## config.mk

```make
export PLATFORM = sky130hd
export DESIGN_NAME = alu_issue_stage
export DESIGN_NICKNAME = d
export VERILOG_FILES = /design/src/rtl/alu_issue_stage.sv
export SDC_FILE = /design/constraint.sdc
export NUM_CORES = 1
export LEC_CHECK = 0
export BUFFER_PORTS_ARGS = -buffer_cell sky130_fd_sc_hd__buf_2
export CAP_MARGIN = 40
export CORE_MARGIN = 2
export CORE_UTILIZATION = 30
export CTS_CLUSTER_SIZE = 16
export DETAILED_ROUTE_END_ITERATION = 8
export PLACE_DENSITY = 0.62
export SLEW_MARGIN = 20
export SYNTH_ARGS = -nofsm -noshare
export SYNTH_HDL_FRONTEND = slang
export SYNTH_SLANG_ARGS = --single-unit
```

## constraint.sdc

```tcl
create_clock -name clk -period 2.5 [get_ports clk]
set_input_delay 0.5 -clock clk [delete_from_list [all_inputs] [get_ports clk]]
set_output_delay 0.5 -clock clk [all_outputs]
set_load 0.02 [all_outputs]
```

## src/rtl/alu_issue_stage.sv

```systemverilog
// alu_issue_stage: decodes ALU control and registers operands (E), then captures ALU results for writeback (W).
// Valid/ready on both sides; flush kills only the E entry.
module alu_issue_stage (
    input  logic        clk,
    input  logic        rst,
    input  logic        flush,
    input  logic        in_valid,
    output logic        in_ready,
    input  logic [1:0]  alu_op,
    input  logic [5:0]  funct,
    input  logic [5:0]  opcode,
    input  logic [4:0]  shamt,
    input  logic [31:0] rs_data,
    input  logic [31:0] rt_data,
    input  logic [15:0] imm,
    output logic [2:0]  alu_operation,
    output logic [31:0] alu_a,
    output logic [31:0] alu_b,
    input  logic [31:0] alu_res,
    input  logic        alu_zero,
    input  logic        alu_overflow,
    output logic        out_valid,
    input  logic        out_ready,
    output logic [31:0] out_res,
    output logic        out_zero,
    output logic        out_ovf_trap,
    output logic        out_illegal
);
    logic        e_valid, e_signed, e_illegal;
    logic        w_free, e_advance, accept;
    logic [2:0]  d_op;
    logic [31:0] d_a, d_b, sext, zext;
    logic        d_signed, d_illegal;

    assign sext      = {{16{imm[15]}}, imm};
    assign zext      = {16'h0, imm};
    assign w_free    = !out_valid || out_ready;
    assign e_advance = e_valid && w_free;
    assign in_ready  = !flush && (!e_valid || w_free);
    assign accept    = in_valid && in_ready;

    always_comb begin
        d_op      = 3'b100;
        d_a       = rs_data;
        d_b       = rt_data;
        d_signed  = 1'b0;
        d_illegal = 1'b0;
        case (alu_op)
            2'b00: begin
                d_op = 3'b000;
                d_b  = sext;
            end
            2'b01: d_op = 3'b001;
            2'b10: case (funct)
                6'b100000: begin d_op = 3'b000; d_signed = 1'b1; end
                6'b100001: d_op = 3'b000;
                6'b100010: begin d_op = 3'b001; d_signed = 1'b1; end
                6'b100011: d_op = 3'b001;
                6'b100100: d_op = 3'b010;
                6'b100101: d_op = 3'b011;
                6'b101010: d_op = 3'b111;
                6'b000010: begin
                    d_op = 3'b101;
                    d_a  = rt_data;
                    d_b  = {27'b0, shamt};
                end
                default:   d_illegal = 1'b1;
            endcase
            2'b11: case (opcode)
                6'b001000: begin d_op = 3'b000; d_b = sext; d_signed = 1'b1; end
                6'b001100: begin d_op = 3'b010; d_b = zext; end
                6'b001101: begin d_op = 3'b011; d_b = zext; end
                6'b001010: begin d_op = 3'b111; d_b = sext; end
                6'b001111: begin d_op = 3'b110; d_b = zext; end
                default:   d_illegal = 1'b1;
            endcase
        endcase
    end

    always_ff @(posedge clk) begin
        if (rst) begin
            e_valid       <= 1'b0;
            e_signed      <= 1'b0;
            e_illegal     <= 1'b0;
            alu_operation <= 3'b0;
            alu_a         <= 32'b0;
            alu_b         <= 32'b0;
            out_valid     <= 1'b0;
            out_res       <= 32'b0;
            out_zero      <= 1'b0;
            out_ovf_trap  <= 1'b0;
            out_illegal   <= 1'b0;
        end else begin
            if (flush)
                e_valid <= 1'b0;
            else if (accept) begin
                e_valid       <= 1'b1;
                alu_operation <= d_op;
                alu_a         <= d_a;
                alu_b         <= d_b;
                e_signed      <= d_signed;
                e_illegal     <= d_illegal;
            end else if (e_advance)
                e_valid <= 1'b0;
            // The entry leaving E on a flush edge still lands in W.
            if (e_advance) begin
                out_valid    <= 1'b1;
                out_res      <= alu_res;
                out_zero     <= alu_zero;
                out_ovf_trap <= alu_overflow && e_signed && !e_illegal;
                out_illegal  <= e_illegal;
            end else if (out_ready)
                out_valid <= 1'b0;
        end
    end
endmodule

```

; Word level (Yosys, flattened, before mapping)
; Cells that the tools add are included.
[op_classes]
n_reduce_logical = 23
n_eq_ne = 16
bitwise = 1
muxes = 18
[ops]
columns = op, count
row1 = 2-to-1 mux 32 bit, 3
row2 = one-hot mux 32 bit (3 select lines), 1
row3 = one-hot mux 32 bit (2 select lines), 1
row4 = "== test 6 bit, second input constant", 7
row5 = "== test 6 x 4 -> 1 bit, second input constant", 5
row6 = one-hot mux 3 bit (6 select lines), 1
row7 = one-hot mux 3 bit (5 select lines), 1
row8 = one-hot mux 3 bit (4 select lines), 1
row9 = OR reduction 2 bit, 5
row10 = 2-to-1 mux 1 bit, 8
row11 = OR reduction 8 bit, 1
row12 = "== test 6 x 2 -> 1 bit, second input constant", 1
row13 = logical AND 1 bit, 5
row14 = OR reduction 5 bit, 1
row15 = "== test 2 bit, second input constant", 2
row16 = zero test 1 bit, 4
row17 = one-hot mux 1 bit (2 select lines), 2
row18 = nonzero test 2 bit, 2
row19 = OR reduction 3 bit, 1
row20 = "== test 2 x 1 -> 1 bit, second input constant", 1
row21 = zero test 2 bit, 1
row22 = logical OR 1 bit, 2
row23 = AND reduction 2 bit, 1
row24 = NOT 1 bit, 1
[totals]
out_inout_bits = 104
input_bits = 138
regBits = 106

; Depth between registers and ports, before layout
[logic_depth]
depth_word = 6
depth_mapped = 7
mapped_depth_nobuf = 5

; Worst setup path after synthesis
; No wires, ideal clock.
[synth_path]
path_kind = input-to-reg
from = input out_ready
to = register alu_b[22]
path_buffers = 1
setup_slack_ns = 0.550
cell_stages = 6
t_arrival_ns = 1.816
required_time_ns = 2.366
path_cell_list = nor2b_1 > a21oi_1 > nand2_1 > a21oi_1 > buf_2 > a211oi_1
[synth_via]
elab_chain_cells = 5
[synth_lines]
columns = item, line_no
row1 = start: declaration, 23  ; input logic out_ready,
row2 = logical OR 1 bit, 37  ; assign w_free = !out_valid || out_ready;
row3 = logical OR 1 bit, 39  ; assign in_ready = !flush && (!e_valid || w_free);
row4 = logical AND 1 bit, 39
row5 = net in_ready, 8  ; output logic in_ready,
row6 = logical AND 1 bit, 40  ; assign accept = in_valid && in_ready;
row7 = AND reduction 2 bit (no source line), --
row8 = end signal: assignment, 87  ; alu_b <= 32'b0;
row9 = end signal: assignment, 100  ; alu_b <= d_b;
row10 = end: declaration, 18  ; output logic [31:0] alu_b,
; The timed path passes the listed nets, and every way through them passes these cells.
; A chain may end at the register's enable or synchronous reset.

; Final worst setup path
[layout_path]
from = register out_valid
to = output in_ready
[layout_via]
elab_chain_cells = 4
[layout_lines]
columns = item, line_no
row1 = start: declaration, 22  ; output logic out_valid,
row2 = start signal: assignment, 88  ; out_valid <= 1'b0;
row3 = start signal: assignment, 107  ; out_valid <= 1'b1;
row4 = start signal: assignment, 113  ; out_valid <= 1'b0;
row5 = zero test 1 bit, 37
row6 = logical OR 1 bit, 37
row7 = logical OR 1 bit, 39
row8 = logical AND 1 bit, 39
row9 = end: declaration, 8
; Every way passes these cells.

==> metrics.yaml <==
status: "finished, final reports clean"
grt_max_degree: 57
post_cts_buffers: 0
yosysTopAreaCellShare: 0.460
grtUsageTotal: 0.180
fmax_mhz: 485
antenna_found_initial: 1
drtIter0Drc: 183
numCtsBuffers: 9
clock_skew_ns: 0.00720
pre_cts_slack_ns: 0.311
ir_drop_mv: 0.362
io_buffers: 241
area_growth_pct: 37.0
yosys_warnings: 0
wirelength_um: 15100
drc: 0
hold_class: "input pin to flop"
clock_path_buffers: 2
yosys.cell_types.count: 37
start_kind: "flop"
tns_ns: 0
core_area_sq_um: 15100
post_drt_wl_per_cell_um: 15.5
synth_nets: 692
critPathMaxFanout: 6
ys_ff_latch: 106
final_cell_mix: "buf_2, nand2_1, dfxtp_1"
clock_sinks: 106
htree_levels: 3
hold_viol: 0
cp-end-kind: "output pin"
synth_largest_area_cell: "dfxtp_1"
cts_resized: 0
syn_area_sq_um: 4620
grt.overflow.total: 0
ios: 242
drv_slew: 0
cp.required_ns: 2.00
path_class: "flop to output pin"
num_rows: 45
die-width_um: 128
final_common_cell: "buf_2"
fin_crit_sh: 0.825
final_nets: 915
routed_via_density: 4.89
cap_violations: 0
async_flop_share: 0
synth.avg_cell_area_sq_um: 8.33
die-area_sq_um: 16400
synthTopCellsByArea: "dfxtp_1, nand2_1, a311oi_2, nor2_1, a21oi_1"
finalCriticalPeriod_ns: 2.06
grt_first_pass_wirelength_um: 23100
p_per_area_nw_per_um2: 608
setup_viol: 0
cts-root-buf: "clkbuf_16"
clkLatencyLatePin_ns: 0.35
fin_util: 0.418
fin_ws_ns: 0.437
ys_seq_area_frac: 0.460
crit_arrival_ns: 1.56
start_util: 0.305
drt_pre_antenna_iters: 6
dieHeight_um: 128
worstMarginPinSlew_ns: 0.597
synth_flop_cell: "dfxtp_1"
insertedDiodeCount: 0
p_leak_nw: 2.84
rsz0062_at_grt: "false"
drive_gt1_frac: 0.396
cts_hold_buffers: 0
place.gp.congestion: 0.870
synth_edf_count: 0
num_vias: 4747
drtAntennaViolNets: 0
dp_hpwl_um: 11100
netlist_instances: 554
cts_tree: "built"
clkSlewWorstSetupHoldPaths_ns: 0.07
slew_headroom: 0.602
grt_pass1_vias: 4419
n_fill_cell: 1574
## critical path, cell delays in order, from the launching register on
cell     delay (ns)
dfxtp_1        0.36
nor2b_1        0.48
a21oi_1        0.17
buf_2          0.20
## metal layers
layer  track usage  part of all wire  up-vias
li1              -                 -     2368
met2         0.291              0.45      210
met4        0.0724             0.021        2
met1         0.227              0.45     2142
met3        0.0505             0.078       25
met5             0            0.0011        -
## final cells by class
class | count | area, sq um | share of cell area
clock buffers | 9 | 225 | 0.0356
inverters | 3 | 11.3 | 0.00178
clock inverters | 7 | 53.8 | 0.00851
repair buffers | 257 | 1380 | 0.218
flip-flops and latches | 106 | 2120 | 0.336
well taps | 188 | 235 | 0.0372
multi-input cells | 400 | 2300 | 0.363
## stage by stage
stage                     power [mW]  instance area [sq um]  hold WS (ns)  instances
after floorplan                 2.24                   4620         0.446        554
after global placement          2.53                   6040         0.440        954
after detailed placement        2.54                   6040         0.446        954
after CTS                       3.91                   6320         0.330        970
after global routing            4.05                   6320         0.336        970
final                           3.84                   6320         0.346        970
## cell families after synthesis
group           share of synthesized area
buf+inv                            0.0474
xor+xnor                          0.00190
flops                               0.460
simple gates                        0.240
compound gates                      0.251
## state kept, by name (all words and copies together) (netlist names)
register       flops
out_res           32
alu_operation      3
out_illegal        1
out_zero           1
e_illegal          1
alu_b             32
out_valid          1
e_signed           1
e_valid            1
out_ovf_trap       1
alu_a             32
## where the power goes
group / total [mW] / leakage, nW / internal (mW) / switching (mW)
Sequential: 1.82 / 0.869 / 1.78 / 0.0444
Combinational: 0.672 / 1.84 / 0.264 / 0.407
Clock: 1.35 / 0.133 / 0.683 / 0.668
Total: 3.84 / 2.84 / 2.72 / 1.12
## synthesized netlist by cell type (3+ instances only)
master,number
a211oi_1,22
inv_1,3
a21oi_1,41
clkbuf_1,28
nand2b_1,6
buf_6,3
nand3_1,5
nand2_1,161
nor3_1,3
buf_2,13
nor2_1,64
a311oi_2,30
o2bb2ai_1,11
dfxtp_1,106
a221oi_1,5
a31oi_1,11
o21ai_0,5
nor2b_1,14
## final timing paths
check | slack, ns | cells past startpoint | start | endpoint
max | 0.44 | 3 | out_valid | in_ready
min | 0.35 | 2 | imm[13] | alu_b[13]
max reg2reg | 0.55 | 6 | out_valid | alu_b[25]
min reg2reg | 0.45 | 2 | out_res[24] | out_res[24]
Power figures use the tool's default switching activity.
